--- config.mk ---
export PLATFORM = sky130hd
export DESIGN_NAME = id_stage
export DESIGN_NICKNAME = d
export VERILOG_FILES = /design/src/rtl/rv_pkg.sv /design/src/rtl/rv_decoder.sv /design/src/rtl/id_stage.sv
export SDC_FILE = /design/constraint.sdc
export NUM_CORES = 1
export LEC_CHECK = 0
export ABC_AREA = 0
export BUFFER_PORTS_ARGS = -buffer_cell sky130_fd_sc_hd__buf_2
export CORE_MARGIN = 2
export CORE_UTILIZATION = 30
export CTS_CLUSTER_DIAMETER = 50
export DETAILED_ROUTE_END_ITERATION = 10
export GPL_ROUTABILITY_DRIVEN = 0
export PLACE_DENSITY = 0.5
export SYNTH_ARGS = -nofsm -noshare
export SYNTH_HDL_FRONTEND = slang
export SYNTH_SLANG_ARGS = --single-unit
--- constraint.sdc ---
create_clock -name clk -period 2.4 [get_ports clk]
set_input_delay 0.48 -clock clk [delete_from_list [all_inputs] [get_ports clk]]
set_output_delay 0.48 -clock clk [all_outputs]
set_load 0.05 [all_outputs]
--- src/rtl/rv_pkg.sv ---
// Shared RV32I decode constants: opcodes, ALU op encoding, ID FSM states, NOP word.
package rv_pkg;

  localparam logic [31:0] NOP_INSTR = 32'h0000_0013;

  typedef enum logic [6:0] {
    OPC_LUI    = 7'b0110111,
    OPC_AUIPC  = 7'b0010111,
    OPC_JAL    = 7'b1101111,
    OPC_JALR   = 7'b1100111,
    OPC_BRANCH = 7'b1100011,
    OPC_LOAD   = 7'b0000011,
    OPC_STORE  = 7'b0100011,
    OPC_OP_IMM = 7'b0010011,
    OPC_OP     = 7'b0110011
  } opcode_e;

  typedef enum logic [3:0] {
    ALU_ADD   = 4'd0,
    ALU_SUB   = 4'd1,
    ALU_SLL   = 4'd2,
    ALU_SLT   = 4'd3,
    ALU_SLTU  = 4'd4,
    ALU_XOR   = 4'd5,
    ALU_SRL   = 4'd6,
    ALU_SRA   = 4'd7,
    ALU_OR    = 4'd8,
    ALU_AND   = 4'd9,
    ALU_PASSB = 4'd10
  } alu_op_e;

  typedef enum logic [1:0] {
    ST_EMPTY = 2'd0,
    ST_FULL  = 2'd1,
    ST_SKID  = 2'd2
  } state_e;

  typedef struct packed {
    logic [31:0] pc;
    logic [31:0] instr;
  } entry_t;

  // SUB only exists for register-register ops; SRA/SRL share funct3 101 on both forms.
  function automatic alu_op_e alu_from_funct(input logic [2:0] f3, input logic alt,
                                             input logic is_op);
    case (f3)
      3'b000:  return (is_op && alt) ? ALU_SUB : ALU_ADD;
      3'b001:  return ALU_SLL;
      3'b010:  return ALU_SLT;
      3'b011:  return ALU_SLTU;
      3'b100:  return ALU_XOR;
      3'b101:  return alt ? ALU_SRA : ALU_SRL;
      3'b110:  return ALU_OR;
      default: return ALU_AND;
    endcase
  endfunction

endpackage

--- src/rtl/rv_decoder.sv ---
// Combinational RV32I decoder: register indices, immediate and control bundle.
module rv_decoder (
  input  logic [31:0] instr_i,
  output logic [4:0]  rs1_o,
  output logic [4:0]  rs2_o,
  output logic [4:0]  rd_o,
  output logic [31:0] imm_o,
  output logic [3:0]  alu_op_o,
  output logic        alu_src_o,
  output logic        reg_write_o,
  output logic        mem_read_o,
  output logic        mem_write_o,
  output logic        branch_o,
  output logic        jump_o,
  output logic        illegal_o
);
  import rv_pkg::*;

  logic [31:0] imm_i, imm_s, imm_b, imm_u, imm_j;
  logic        wr;

  assign rs1_o = instr_i[19:15];
  assign rs2_o = instr_i[24:20];
  assign rd_o  = instr_i[11:7];

  assign imm_i = {{20{instr_i[31]}}, instr_i[31:20]};
  assign imm_s = {{20{instr_i[31]}}, instr_i[31:25], instr_i[11:7]};
  assign imm_b = {{19{instr_i[31]}}, instr_i[31], instr_i[7], instr_i[30:25], instr_i[11:8], 1'b0};
  assign imm_u = {instr_i[31:12], 12'b0};
  assign imm_j = {{11{instr_i[31]}}, instr_i[31], instr_i[19:12], instr_i[20], instr_i[30:21], 1'b0};

  always_comb begin
    imm_o       = '0;
    alu_op_o    = ALU_ADD;
    alu_src_o   = 1'b0;
    wr          = 1'b0;
    mem_read_o  = 1'b0;
    mem_write_o = 1'b0;
    branch_o    = 1'b0;
    jump_o      = 1'b0;
    illegal_o   = 1'b0;
    case (instr_i[6:0])
      OPC_LUI:    begin imm_o = imm_u; alu_op_o = ALU_PASSB; alu_src_o = 1'b1; wr = 1'b1; end
      OPC_AUIPC:  begin imm_o = imm_u; alu_src_o = 1'b1; wr = 1'b1; end
      OPC_JAL:    begin imm_o = imm_j; alu_src_o = 1'b1; wr = 1'b1; jump_o = 1'b1; end
      OPC_JALR:   begin imm_o = imm_i; alu_src_o = 1'b1; wr = 1'b1; jump_o = 1'b1; end
      OPC_BRANCH: begin imm_o = imm_b; alu_op_o = ALU_SUB; branch_o = 1'b1; end
      OPC_LOAD:   begin imm_o = imm_i; alu_src_o = 1'b1; wr = 1'b1; mem_read_o = 1'b1; end
      OPC_STORE:  begin imm_o = imm_s; alu_src_o = 1'b1; mem_write_o = 1'b1; end
      OPC_OP_IMM: begin
        imm_o     = imm_i;
        alu_op_o  = alu_from_funct(instr_i[14:12], instr_i[30], 1'b0);
        alu_src_o = 1'b1;
        wr        = 1'b1;
      end
      OPC_OP: begin
        alu_op_o = alu_from_funct(instr_i[14:12], instr_i[30], 1'b1);
        wr       = 1'b1;
      end
      default: illegal_o = 1'b1;
    endcase
    // x0 is hardwired; never request a write to it.
    reg_write_o = wr && (instr_i[11:7] != 5'd0);
  end

endmodule

--- src/rtl/id_stage.sv ---
// Decode stage with a one-entry skid buffer; in_ready depends only on registered state.
module id_stage #(
  parameter int          XLEN      = 32,
  parameter logic [31:0] NOP_INSTR = 32'h0000_0013
) (
  input  logic            clk,
  input  logic            rst,
  input  logic            in_valid,
  input  logic [XLEN-1:0] in_pc,
  input  logic [XLEN-1:0] in_instr,
  output logic            in_ready,
  input  logic            flush,
  input  logic            out_ready,
  output logic            out_valid,
  output logic [XLEN-1:0] out_pc,
  output logic [XLEN-1:0] out_instr,
  output logic [4:0]      rs1,
  output logic [4:0]      rs2,
  output logic [4:0]      rd,
  output logic [XLEN-1:0] imm,
  output logic [3:0]      alu_op,
  output logic            alu_src,
  output logic            reg_write,
  output logic            mem_read,
  output logic            mem_write,
  output logic            branch,
  output logic            jump,
  output logic            illegal
);
  import rv_pkg::*;

  state_e state_q, state_d;
  entry_t out_q, out_d, skid_q, skid_d, in_e, empty_e;
  logic   acc, cons;

  assign empty_e = '{pc: '0, instr: NOP_INSTR};
  assign in_e    = '{pc: in_pc, instr: in_instr};

  assign in_ready  = (state_q != ST_SKID);
  assign out_valid = (state_q != ST_EMPTY);
  assign out_pc    = out_q.pc;
  assign out_instr = out_q.instr;

  assign acc  = in_valid && in_ready;
  assign cons = out_valid && out_ready;

  always_comb begin
    state_d = state_q;
    out_d   = out_q;
    skid_d  = skid_q;
    if (flush) begin
      state_d = ST_EMPTY;
      out_d   = empty_e;
      skid_d  = empty_e;
    end else begin
      case (state_q)
        ST_EMPTY: if (acc) begin state_d = ST_FULL; out_d = in_e; end
        ST_FULL: begin
          if (acc && cons) out_d = in_e;
          else if (acc) begin state_d = ST_SKID; skid_d = in_e; end
          else if (cons) begin state_d = ST_EMPTY; out_d = empty_e; end
        end
        ST_SKID: if (cons) begin state_d = ST_FULL; out_d = skid_q; skid_d = empty_e; end
        default: begin state_d = ST_EMPTY; out_d = empty_e; skid_d = empty_e; end
      endcase
    end
  end

  always_ff @(posedge clk) begin
    if (rst) begin
      state_q <= ST_EMPTY;
      out_q   <= empty_e;
      skid_q  <= empty_e;
    end else begin
      state_q <= state_d;
      out_q   <= out_d;
      skid_q  <= skid_d;
    end
  end

  logic [4:0]  d_rs1, d_rs2, d_rd;
  logic [31:0] d_imm;
  logic [3:0]  d_alu_op;
  logic        d_alu_src, d_reg_write, d_mem_read, d_mem_write, d_branch, d_jump, d_illegal;

  rv_decoder u_dec (
    .instr_i     (out_q.instr),
    .rs1_o       (d_rs1),
    .rs2_o       (d_rs2),
    .rd_o        (d_rd),
    .imm_o       (d_imm),
    .alu_op_o    (d_alu_op),
    .alu_src_o   (d_alu_src),
    .reg_write_o (d_reg_write),
    .mem_read_o  (d_mem_read),
    .mem_write_o (d_mem_write),
    .branch_o    (d_branch),
    .jump_o      (d_jump),
    .illegal_o   (d_illegal)
  );

  // The held word is NOP when empty, but gate anyway so an empty stage shows no controls.
  assign rs1       = out_valid ? d_rs1       : 5'd0;
  assign rs2       = out_valid ? d_rs2       : 5'd0;
  assign rd        = out_valid ? d_rd        : 5'd0;
  assign imm       = out_valid ? d_imm       : '0;
  assign alu_op    = out_valid ? d_alu_op    : 4'd0;
  assign alu_src   = out_valid && d_alu_src;
  assign reg_write = out_valid && d_reg_write;
  assign mem_read  = out_valid && d_mem_read;
  assign mem_write = out_valid && d_mem_write;
  assign branch    = out_valid && d_branch;
  assign jump      = out_valid && d_jump;
  assign illegal   = out_valid && d_illegal;

endmodule

* Word level (Yosys, flattened, before mapping)
Cells that the tools add are included.
** Operators by class
- Reduce and logical (&&, ||, !) cells :: 25
- Eq/ne operators :: 25
- Bitwise operators :: 1
- Muxes and demuxes :: 32
** Operator list (number)
- two-way mux 64 bit :: 6
- one-hot mux 64 bit (3 select lines) :: 2
- one-hot mux 32 bit (5 select lines) :: 1
- one-hot mux 4 bit (7 select lines) :: 2
- two-way mux 32 bit :: 1
- == test 7 x 6 -> 1 bit (second input constant) :: 3
- == test 7 bit (second input constant) :: 3
- one-hot mux 4 bit (4 select lines) :: 1
- two-way mux 5 bit :: 3
- == test 7 x 5 -> 1 bit (second input constant) :: 2
- OR reduction 7 bit :: 2
- AND reduction 4 bit :: 3
- logical AND 1 bit :: 11
- two-way mux 2 bit :: 5
- != test 2 bit (second input constant) :: 5
- == test 3 bit (second input constant) :: 3
- two-way mux 1 bit :: 9
- != test 3 bit (second input constant) :: 3
- OR reduction 9 bit :: 1
- == test 7 x 2 -> 1 bit (second input constant) :: 1
- == test 3 x 2 -> 1 bit (second input constant) :: 2
- one-hot mux 2 bit (3 select lines) :: 1
- OR reduction 2 bit :: 3
- nonzero test 5 bit :: 1
- other kinds (9) :: 9
** Storage, ports and cells
- Flip-flop bits (word level) :: 130
- Output and inout bits :: 124
- Bits of input ports :: 69

* Logic depth before layout (Yosys ltp)
- Depth in word-level cells :: 6
- Mapped depth :: 8

* Cells and area by module
A second synthesis with hierarchy kept.
** Second synthesis, totals
- Cells, all modules :: 817
- Area, all modules :: 7005.5 µm²
** By module, submodules not included
- id_stage :: area each 6148.4 µm², seq. area each 2602.5 µm², times used 1, cells each 704
- rv_decoder :: area each 857.1 µm², seq. area each 0.0 µm², times used 1, cells each 113

* Worst setup path after synthesis
Ideal clock, no wire load.
- Path type :: reg-to-output
- Start point :: register out_q (netlist bit out_instr[6])
- End point :: output port alu_src
- Data required time :: 1.920 ns
- Path buffers :: 1
- Data arrival time :: 2.740 ns
- Stages on the path, launching flop included :: 5
- Path slack :: -0.820 ns
- Cell sequence :: dfxtp_1 -> buf_2 -> or3b_1 -> and3_1 -> nor4_1
** On the way
- Word-level cells in the longest chain between the ends :: 4
- Elaborated cells between the ends (all ways) :: 10
** Ends and longest elaborated chain
- start, declared :: line id_stage.sv:33 : entry_t out_q, out_d, skid_q, skid_d, in_e, empty_e;
- start signal, assigned :: line id_stage.sv:72 : out_q <= empty_e;
- start signal, assigned :: line id_stage.sv:76 : out_q <= out_d;
- == test 7 x 6 -> 1 bit, or another cell as far along :: line rv_decoder.sv:42 : case (instr_i[6:0])
- OR reduction 7 bit (no line) (*)
- two-way mux 1 bit (*) :: line rv_decoder.sv:42
- logical AND 1 bit (*) :: line id_stage.sv:108 : assign alu_src = out_valid && d_alu_src;
- end, declared :: line id_stage.sv:22 : output logic alu_src,
Every way passes the cells marked *; elsewhere a longest branch is shown, timed or not.

* Worst setup path after layout
- Start point :: register out_q (netlist bit out_instr[5])
- End point :: output port imm[17]
** On the way
- Word-level cells in the longest chain between the ends :: 4
- Elaborated cells between the ends (all ways) :: 12
** Ends and longest elaborated chain
- == test 7 bit, or another cell as far along :: line rv_decoder.sv:42
- OR reduction 3 bit (no line) or OR reduction 2 bit (tied branches)
- one-hot mux 32 bit (5 select lines) (*) :: line rv_decoder.sv:42
- two-way mux 32 bit (*) :: line id_stage.sv:106 : assign imm = out_valid ? d_imm : '0;
- end, declared :: line id_stage.sv:20 : output logic [XLEN-1:0] imm,
Marks and branches as above.

==> metrics.md <==
| Metric | Value |
|---|---|
| Initial cell density of the core | 30.4% |
| Post-Place Worst Slack | -0.215 ns |
| FP Rows | 53 |
| Max Clk Rate | 385 MHz |
| Max Cap Viol | 0 |
| Crit-path max FO | 9 |
| Required time of the worst setup path | 1.92 ns |
| Post-DRT Antenna Nets | 0 |
| Clk buf depth | 2 |
| Initial antenna violation count | 7 |
| R2r setup slk | 0.59 ns |
| Most common cell in the synthesized netlist | dfxtp_1 |
| Post-synth top area cell | dfxtp_1 |
| Syn Area/Cell | 8.32 um^2 |
| Vias/cell | 5.34 |
| Final WS setup | -0.200 ns |
| Peak supply drop | 0.456 mV |
| Synth Net Count | 834 |
| Post-synth cell types | 50 |
| Failing checks | negative setup slack |
| R2R depth | 6 |
| Cells after synthesis | 765 |
| Max-slew violation count | 0 |
| Post-synthesis compound-gate area fraction | 35.1% |
| Commonest cells in the netlist | 130 x dfxtp_1, 93 x nand2_1, 88 x a21oi_1 |
| Die Wd | 150 um |
| PwrDens | 631 mW/mm^2 |
| Residual DRC | 0 |
| First-pass GRT wire length | 35400 um |
| Die area | 0.0224 mm^2 |
| Post-layout net count | 1015 |
| # H-tree levels | 4 |
| Final setup viols | 37 |
| Register area | 0.00263 mm^2 |
| Vias in the first global route | 6351 |
| RR Endpoint | out_pc[17] |
| Hpwl dp | 15000 um |
| Tcrit/Tclk final | 108% |
| Via count | 6595 |
| Post-Route WL | 22900 um |
| Main combinational cell family by area after synthesis | compound AO/OA/AOI/OAI gates |
| Multiplexer share of the synthesized area | 0.177% |
| Placed Area | 0.00785 mm^2 |
| Worst-Skew Late Latency | 0.41 ns |
| Inserted Clock Buffers | 17 |
| Reg2reg start | state_q[0] |
| Result of the run | finished with violations |
| WL/cell | 18.5 um |
| DR pass1 iterations | 5 |
| Hold_buf cts | 0 |
| Final total power | 5.62 mW |
| Yosys warnings | 0 |
| Layout cell share with drive strength beyond 1 | 35.0% |
| Async set-reset flop share out of synthesis | 0% |
| Xor/xnor cell area share of the yosys netlist | 0% |
| Worst-margin pin slew | 0.701 ns |
| Post-Syn Area | 0.00637 mm^2 |
| Sink Count | 130 |
| Die H | 150 um |
| Post-layout instance area | 0.00891 mm^2 |
| Worst path arrival time | 2.12 ns |
| Pleak | 3.65 nW |
| Hold Path Class | in -> reg |
| Synth Flop Type | dfxtp_1 |
| Worst slew margin | 53.3% |
| Final min period | 2.60 ns |
| Post-synthesis simple-gate area fraction | 17.1% |
| Ports | 193 |
| CTS tree | done |
| Hold slack | 0.332 ns |
| DR iter-0 viols | 396 |
| Yosys top cell area share | 40.9% |
| Layout area overhead | 39.9% |
| Clock skew | 0.00792 ns |
| Placed insts | 1191 |
| Crit path launch type | flip-flop |
| Critical path class | reg -> out |
| Sum Neg Setup Slack | -4.86 ns |
| Port-buffer cells | 192 |
| Post-synthesis adder-cell area fraction | 0% |
| Gr usage total | 20.1% |
| Clock root buffer | clkbuf_16 |
| Worst setup path endpoint | imm[17] |
| GRT overflow | 0 |
| Final design utilization | 42.5% |
| Crit path from | out_instr[5] |
| Area occupied by multi-input gates | 0.00365 mm^2 |
| #FFs+latches synth | 130 |
| Largest net degree at the start of global routing | 56 |
| Core ar. | 0.0210 mm^2 |
| Layout Cells excl Fill | 1236 |
| Top cells by area, synth | dfxtp_1 41%, a2bb2oi_1 8.4%, a22oi_1 7.8% |
| RSZ-0062 raised after global routing | true |
| Sequential fraction of the synthesis area | 40.9% |
| EDFF count, synth | 0 |
| Endpoint type of the worst setup path | output port |
| Clock-pin transition on the worst setup and hold timing paths | 0.05 ns |
| Fillers | 2150 |
| Final Hold Vio Count | 0 |
==> layout by cell type (no fill, tap or decap), types with 3 or more instances in the layout <==
cell / n
a2bb2oi_1: 61
a32oi_1: 48
a21o_1: 12
clkbuf_16: 18
o22ai_1: 3
nand2_1: 92
and2_2: 3
o21ai_0: 7
a21boi_0: 3
nand4_1: 4
clkinvlp_4: 4
dfxtp_1: 120
buf_12: 4
a21oi_1: 78
buf_6: 31
and2_1: 15
dfxtp_2: 4
o21ai_4: 3
inv_1: 7
a21oi_4: 9
a22o_4: 4
diode_2: 3
clkinv_2: 5
buf_8: 13
buf_4: 39
and2_4: 7
nor2_1: 65
nor2b_1: 3
dfxtp_4: 6
nand3_1: 15
buf_2: 156
a22oi_1: 66
==> flip-flops by register name, indices dropped and copies added, names as in the netlist <==
name and flops:
out_pc 32, out_instr 32, state_q 2, skid_q 64
==> cell type report <==
type,instances,area share (%)
clock buffers,22,5.45
multi-input cells,545,40.9
flip-flops and latches,130,29.5
clock inverters,9,0.632
repair buffers,244,19.1
inverters,8,0.379
diodes,3,0.0843
well taps,275,3.86
==> where the power goes <==
part	total [mW]	internal [mW]	switching [mW]
combinational	0.979	0.333	0.646
clock	2.37	1.42	0.952
sequential	2.27	2.21	0.0560
total	5.62	3.97	1.65
==> worst max-delay path, stage by stage, from the launching register on <==
cell and delay [ns]:
dfxtp_4 0.34, mux2_4 0.30, o32a_1 0.35, a21o_1 0.24, buf_12 0.18, a21oi_4 0.12
buf_6 0.17
==> routing by layer <==
| layer | routed length [um] | vias to the layer above | global-route usage (%) |
|---|---|---|---|
| met5 | 37 | - | 0 |
| met2 | 10900 | 210 | 32.6 |
| met3 | 1470 | 21 | 5.46 |
| li1 | - | 3218 | - |
| met1 | 10200 | 3140 | 26.2 |
| met4 | 255 | 6 | 6.18 |
==> timing repair <==
action / 4_1_cts / 5_1_grt
pin swaps: 7 / 6
setup buffers: 6 / 5
resized for setup: 112 / 11
setup endpoints to repair: 37 / 50
==> logic make-up (layout without fill, tap and decap cells) <==
logic type | Yosys count | after routing
and+or+nand+nor | 236 | 236
other | 0 | 3
DFF | 130 | 130
muxes | 1 | 1
AOI/OAI and AO/OA | 308 | 308
buffers and inverters | 90 | 283
==> worst min path at each step <==
| stage | start | to | slack (ns) | cells past startpoint |
|---|---|---|---|---|
| 6_report | in_instr[0] | skid_q[0] | 0.33 | 3 |
| 5_1_grt | in_instr[0] | skid_q[0] | 0.32 | 3 |
| 4_1_cts | in_instr[0] | skid_q[0] | 0.31 | 3 |
| 3_5_place_dp | out_pc[12] | out_pc[12] | 0.44 | 2 |
| 3_3_place_gp | out_pc[21] | out_pc[21] | 0.44 | 2 |
| 2_1_floorplan | skid_q[13] | skid_q[13] | 0.43 | 2 |
No activity file was read; power rests on OpenSTA's default activity.
